**src/rtl/trace_dump_unit_if.sv**
```systemverilog
// Dump stream and data-memory read port of the trace dump unit.
// The master side is the dump unit; the slave side is the sink and memory.
interface trace_dump_unit_if #(
    parameter int DW = 16,
    parameter int AW = 7,
    parameter int TW = 41
);
    logic          mem_rd;
    logic [AW-1:0] mem_addr;
    logic [DW-1:0] mem_rdata;
    logic          out_valid;
    logic          out_ready;
    logic [TW-1:0] out_data;
    logic [1:0]    out_tag;

    modport master (
        output mem_rd, mem_addr, out_valid, out_data, out_tag,
        input  mem_rdata, out_ready
    );

    modport slave (
        input  mem_rd, mem_addr, out_valid, out_data, out_tag,
        output mem_rdata, out_ready
    );
endinterface

```
**src/rtl/trace_dump_unit.sv**
```systemverilog
// Debug capture: circular trace of retired instructions, then on halt
// streams the trace, a full data-memory dump and an end marker.
module trace_dump_unit #(
    parameter int DW        = 16,
    parameter int AW        = 7,
    parameter int MEM_WORDS = 128,
    parameter int PCW       = 8,
    parameter int IRW       = 16,
    parameter int TDEPTH    = 16
) (
    input  logic           clk1,
    input  logic           rst,
    input  logic           retire,
    input  logic [PCW-1:0] pc_in,
    input  logic [IRW-1:0] ir_in,
    input  logic           e_in,
    input  logic [DW-1:0]  ac_in,
    input  logic           hlt,
    trace_dump_unit_if.master bus,
    output logic           overflow,
    output logic           busy,
    output logic           done
);
    localparam int TW  = PCW + IRW + 1 + DW;
    localparam int TPW = $clog2(TDEPTH);
    localparam int CW  = TPW + 1;

    localparam logic [2:0] S_CAP   = 3'd0;
    localparam logic [2:0] S_DRAIN = 3'd1;
    localparam logic [2:0] S_MREQ  = 3'd2;
    localparam logic [2:0] S_MWAIT = 3'd3;
    localparam logic [2:0] S_MOUT  = 3'd4;
    localparam logic [2:0] S_ENDM  = 3'd5;
    localparam logic [2:0] S_DONE  = 3'd6;

    localparam logic [CW-1:0] FULL = CW'(TDEPTH);
    localparam logic [AW-1:0] LAST = AW'(MEM_WORDS - 1);

    logic [2:0]     state;
    logic [TW-1:0]  tbuf [TDEPTH];
    logic [TPW-1:0] wptr;
    logic [TPW-1:0] rptr;
    logic [CW-1:0]  count;
    logic [CW-1:0]  left;
    logic [AW-1:0]  addr;
    logic           vld;
    logic [TW-1:0]  dat;
    logic [1:0]     tag;

    logic           cap_we;
    logic           xfer;
    logic [TW-1:0]  ret_word;
    logic [TPW-1:0] wptr_nx;
    logic [CW-1:0]  count_nx;
    logic [TPW-1:0] oldest;
    logic [TW-1:0]  oldest_word;

    assign ret_word = {pc_in, ir_in, e_in, ac_in};
    assign cap_we   = (state == S_CAP) && retire;
    assign xfer     = vld && bus.out_ready;

    // Pointer/count as they will be after this cycle's retire, so a
    // retire coinciding with hlt is already part of the drained trace.
    assign wptr_nx  = cap_we ? wptr + TPW'(1) : wptr;
    assign count_nx = (cap_we && count != FULL) ? count + CW'(1) : count;
    assign oldest   = wptr_nx - count_nx[TPW-1:0];
    // The oldest slot can be the one being written right now.
    assign oldest_word = (cap_we && oldest == wptr) ? ret_word
                                                    : tbuf[oldest];

    assign bus.mem_rd    = (state == S_MREQ);
    assign bus.mem_addr  = addr;
    assign bus.out_valid = vld;
    assign bus.out_data  = dat;
    assign bus.out_tag   = tag;

    assign busy = (state == S_DRAIN) || (state == S_MREQ) ||
                  (state == S_MWAIT) || (state == S_MOUT) ||
                  (state == S_ENDM);
    assign done = (state == S_DONE);

    // Trace storage write; contents need no reset.
    always_ff @(posedge clk1) begin
        if (cap_we) tbuf[wptr] <= ret_word;
    end

    // Capture bookkeeping and the dump sequencer.
    always_ff @(posedge clk1 or posedge rst) begin
        if (rst) begin
            state    <= S_CAP;
            wptr     <= '0;
            rptr     <= '0;
            count    <= '0;
            left     <= '0;
            addr     <= '0;
            overflow <= 1'b0;
            vld      <= 1'b0;
            dat      <= '0;
            tag      <= 2'b00;
        end else begin
            unique case (state)
                S_CAP: begin
                    wptr  <= wptr_nx;
                    count <= count_nx;
                    if (cap_we && count == FULL) overflow <= 1'b1;
                    if (hlt) begin
                        addr <= '0;
                        if (count_nx == '0) begin
                            state <= S_MREQ;
                        end else begin
                            state <= S_DRAIN;
                            rptr  <= oldest;
                            left  <= count_nx;
                            vld   <= 1'b1;
                            dat   <= oldest_word;
                            tag   <= 2'b00;
                        end
                    end
                end
                S_DRAIN: begin
                    if (xfer) begin
                        if (left == CW'(1)) begin
                            vld   <= 1'b0;
                            addr  <= '0;
                            state <= S_MREQ;
                        end else begin
                            rptr <= rptr + TPW'(1);
                            left <= left - CW'(1);
                            dat  <= tbuf[rptr + TPW'(1)];
                        end
                    end
                end
                S_MREQ: begin
                    state <= S_MWAIT;
                end
                S_MWAIT: begin
                    vld   <= 1'b1;
                    dat   <= {{(TW-DW){1'b0}}, bus.mem_rdata};
                    tag   <= 2'b01;
                    state <= S_MOUT;
                end
                S_MOUT: begin
                    if (xfer) begin
                        if (addr == LAST) begin
                            dat   <= {{(TW-1){1'b0}}, overflow};
                            tag   <= 2'b11;
                            state <= S_ENDM;
                        end else begin
                            vld   <= 1'b0;
                            addr  <= addr + AW'(1);
                            state <= S_MREQ;
                        end
                    end
                end
                S_ENDM: begin
                    if (xfer) begin
                        vld   <= 1'b0;
                        state <= S_DONE;
                    end
                end
                S_DONE: begin
                    state <= S_DONE;
                end
                default: begin
                    state <= S_CAP;
                end
            endcase
        end
    end
endmodule

```
**src/flat_wrapper.sv**
```systemverilog
// flat-port wrapper written by rule: the top's interface ports become plain ports
module trace_dump_unit_flat 
#(
    parameter int DW        = 16,
    parameter int AW        = 7,
    parameter int MEM_WORDS = 128,
    parameter int PCW       = 8,
    parameter int IRW       = 16,
    parameter int TDEPTH    = 16
)
  (clk1, rst, retire, pc_in, ir_in, e_in, ac_in, hlt, overflow, busy, done, bus_mem_rd, bus_mem_addr, bus_out_valid, bus_out_data, bus_out_tag, bus_mem_rdata, bus_out_ready);
  trace_dump_unit_if #(.DW(DW), .AW(AW), .TW((PCW + IRW + 1 + DW))) bus_i ();
  input  logic clk1;
  input  logic rst;
  input  logic retire;
  input  logic [PCW-1:0] pc_in;
  input  logic [IRW-1:0] ir_in;
  input  logic e_in;
  input  logic [DW-1:0] ac_in;
  input  logic hlt;
  output logic overflow;
  output logic busy;
  output logic done;
  output wire logic [$bits(bus_i.mem_rd)-1:0] bus_mem_rd;
  output wire logic [$bits(bus_i.mem_addr)-1:0] bus_mem_addr;
  output wire logic [$bits(bus_i.out_valid)-1:0] bus_out_valid;
  output wire logic [$bits(bus_i.out_data)-1:0] bus_out_data;
  output wire logic [$bits(bus_i.out_tag)-1:0] bus_out_tag;
  input wire logic [$bits(bus_i.mem_rdata)-1:0] bus_mem_rdata;
  input wire logic [$bits(bus_i.out_ready)-1:0] bus_out_ready;
  assign bus_mem_rd = bus_i.mem_rd;
  assign bus_mem_addr = bus_i.mem_addr;
  assign bus_out_valid = bus_i.out_valid;
  assign bus_out_data = bus_i.out_data;
  assign bus_out_tag = bus_i.out_tag;
  assign bus_i.mem_rdata = bus_mem_rdata;
  assign bus_i.out_ready = bus_out_ready;
  trace_dump_unit #(.DW(DW), .AW(AW), .MEM_WORDS(MEM_WORDS), .PCW(PCW), .IRW(IRW), .TDEPTH(TDEPTH)) u_core (.clk1(clk1), .rst(rst), .retire(retire), .pc_in(pc_in), .ir_in(ir_in), .e_in(e_in), .ac_in(ac_in), .hlt(hlt), .bus(bus_i), .overflow(overflow), .busy(busy), .done(done));
endmodule
```
**config.mk**
```make
export PLATFORM = sky130hd
export DESIGN_NAME = trace_dump_unit_flat
export DESIGN_NICKNAME = d
export VERILOG_FILES = /design/src/rtl/trace_dump_unit_if.sv /design/src/rtl/trace_dump_unit.sv /design/src/flat_wrapper.sv
export SDC_FILE = /design/constraint.sdc
export NUM_CORES = 1
export LEC_CHECK = 0
export CORE_MARGIN = 1.5
export CORE_UTILIZATION = 23
export CTS_CLUSTER_DIAMETER = 80
export DETAILED_ROUTE_END_ITERATION = 6
export HOLD_SLACK_MARGIN = 0.08
export PLACE_DENSITY_LB_ADDON = 0.25
export SETUP_SLACK_MARGIN = 0.3
export SLEW_MARGIN = 30
export SYNTH_ARGS = -nofsm -noshare
export SYNTH_HDL_FRONTEND = slang
export SYNTH_SLANG_ARGS = --single-unit
```
**constraint.sdc**
```tcl
create_clock -name clk1 -period 8 [get_ports clk1]
set_input_delay 2.4 -clock clk1 [delete_from_list [all_inputs] [get_ports clk1]]
set_output_delay 2.4 -clock clk1 [all_outputs]
set_load 0.1 [all_outputs]
```
==> impl_metrics.ini <==
[floorplan]
row_count = 141
io_pins = 117
die_w_um = 390.2
dieArea_sq_mm = 0.1523
initial_core_util = 0.2324
fp.dieH_um = 390.2
core-area_sq_mm = 0.1484

[synthesis]
ys_ff_latch = 729
ys.flop_type = edfxtp_1
synthXorXnorAreaFrac = 0.005623
synth-compound-area-share = 0.04357
ys_async_sr_fraction = 0.1001
synth_seq_area_share = 0.6241
avgSynthCellArea_sq_um = 18.88
netlist_area_sq_mm = 0.03449
syn-num-nets = 1903
yosysTopAreaCellShare = 0.5712
synthAdderAreaFrac = 0.005297
synth_area_leader_cell = edfxtp_1
yosys.area_share.simple = 0.02986
synth_area_leaders = edfxtp_1, mux4_2, dfrtp_1
synth_cell_type_count = 58
synthMuxAreaShare = 0.2734
netlist_instances = 1827
ys.warnings.count = 0
synth_edf_count = 656
synth_top_family_by_area = multiplexers

[routing]
routed_wl_um = 109000
via_count = 19610
via_per_inst = 4.844
dr.pass1.iters = 5
drc = 0
ant_nets = 0
drtIter0Drc = 1746
wl_per_cell_um = 26.92

[critical_path]
cp_slowest_cell = fa_4
critical_path_arrival_ps = 7170
cp-start-kind = input port
crit_top_cell = buf_4
path_cells = clkdlybuf4s50_1, or4b_1, buf_4, nor2_1, mux2_2, fa_4, xor2_1, nand3_1, nor3_1, buf_4, nand2b_4, buf_12, o221ai_2, a21oi_1
worst-path-max-fanout = 19
cpLargestDelayFamily = simple AND/OR/NAND/NOR gates
required_ps = 8560
worstSetupPathType = input port to register
cp-end-kind = register
critical_path_buf_inv_count = 4
cp_slowest_stage_delay_ps = 1030

[clock_network]
cts_max_level = 3
cts_root_buf = clkbuf_16
cts_hold_buffers = 0
clkLatencyLatePin_ps = 660
clk_pin_slew_ps = 60
cts_inserted_buffers = 86
cts_tree = done
cts_num_sinks = 729
postCtsSetupBuffers = 0
cts_resized = 0
cts.path.max_buffers = 3

[grt]
grt_overflow = 0
grt_first_pass_wirelength_um = 155900
grt_pass1_vias = 20960
grt_max_degree = 84
antenna_found_initial = 12
grt_use_total = 0.1421

[sta]
hold_viol_final = 0
relSlewSlack = 0.3166
finalSetupViolCount = 0
tightestPinTransition_ps = 1022
max_freq_ghz = 0.1515
skew_ps = 30.31
min_period_over_period = 0.8253
layout_setup_ws_ps = 1398
period_needed_ps = 6602
maxSlewViolCount = 0
rsz0062_at_grt = no
tns_ps = 0

[job]
maxCapViolCount = 0

[final_layout]
area_growth_pct = 19.79
finalNonFillerCells = 4048
fill_cells = 14710
nets = 2041
drive_gt1_frac = 0.3203

[run_status]
outcome = completed

[place]
place_congestion = 0.7389
io_buffers = 116
place_ws_ps = 733.3
dpl.cell_count = 3878
dp_hpwl_um = 60040

[min_path]
worstHoldPathType = register to register
## cells by family (layout without fill, tap and decap cells)
logic type,after synthesis,in the layout
AOI/OAI and AO/OA,181,181
xor gates and xnor gates,19,19
adders and majority gates,14,14
buffers and inverters,152,364
DFF,729,729
muxes,500,500
other,0,7
and+or+nand+nor,232,232
## cell usage after synthesis, drive strengths merged, types with 11 or more instances
| cell | instances |
|---|---|
| nand2 | 95 |
| edfxtp | 656 |
| o21ai | 26 |
| xnor2 | 11 |
| inv | 20 |
| dfrtp | 73 |
| clkbuf | 80 |
| nor2 | 74 |
| a221oi | 14 |
| o221ai | 41 |
| a21oi | 67 |
| mux4 | 352 |
| ha | 13 |
| nand3 | 11 |
| mux2i | 133 |
| buf | 52 |
| mux2 | 15 |
## per-layer routing
layer,part of all wire,vias up,track usage
li1,-,8017,-
met1,0.42,10620,0.1847
met2,0.48,768,0.2302
met3,0.075,189,0.03929
met4,0.027,14,0.04280
met5,0.00084,-,0
## worst paths after layout
kind	slack, ps	start	cells after the start	to
max	1400	retire	14	u_core.bus.out_data[28]$_DFFE_PP0P_
min	520	u_core.bus.out_valid$_DFFE_PP0P_	2	u_core.bus.out_valid$_DFFE_PP0P_
max reg2reg	2850	u_core.state[0]$_DFFE_PP0P_	13	u_core.bus.out_data[28]$_DFFE_PP0P_
min reg2reg	520	u_core.bus.out_valid$_DFFE_PP0P_	2	u_core.bus.out_valid$_DFFE_PP0P_
max in group asynchronous	4540	rst	3	u_core.bus.out_data[26]$_DFFE_PP0P_
min in group asynchronous	2330	rst	2	u_core.bus.out_data[8]$_DFFE_PP0P_
## worst register-to-register path: cells and delay by family (launching register included)
family / cells / cell delay, ps
adder cells (fa/ha/maj): 1 / 1030
XOR/XNOR: 1 / 190
flip-flops: 1 / 640
multiplexers: 1 / 430
AO/OA/AOI/OAI: 2 / 360
buffers and inverters: 3 / 720
AND/OR/NAND/NOR: 5 / 1700
## area by class of cell
type | instances | area [sq um] | area share
multi-input cells | 946 | 12570 | 0.3042
clock buffers | 116 | 2409 | 0.05830
flip-flops and latches | 729 | 21530 | 0.5211
diodes | 7 | 17.52 | 0.0004240
repair buffers | 182 | 1740 | 0.04213
well taps | 2002 | 2505 | 0.06063
inverters | 20 | 77.57 | 0.001878
clock inverters | 46 | 467.9 | 0.01133
## metrics by stage
stage                     instance area [sq um]  hold slack, ps    util
after global placement                    38360           504.2  0.2585
after floorplan                           34490           475.9       -
after CTS                                 41260           532.0  0.2781
after global routing                      41300           568.5  0.2784
final                                     41310           519.9  0.2785
after detailed placement                  38390           518.1  0.2587
## layout by cell type (no fill, tap or decap), types with 25 or more instances in the layout
cell             synthesis  layout
edfxtp_1               656     656
mux4_2                 352     352
mux2i_1                133     133
clkdlybuf4s50_1          0     110
nand2_1                 95      95
clkbuf_16                0      89
dfrtp_1                 73      72
nor2_1                  74      68
a21oi_1                 67      67
buf_4                    4      58
o221ai_2                40      40
o21ai_0                 25      25
## sequential cells by signal, summed over array words and instances (netlist names), 3 cells and up, named ones only
name / flops
u_core.bus.out_data: 41
u_core.state: 3
u_core.rptr: 4
u_core.tbuf: 656
u_core.wptr: 3
u_core.bus.mem_addr: 7
u_core.left: 5
u_core.count: 5
Power is not shown: default switching activity piles up to over one toggle a cycle in this logic, so the estimate is an artifact.
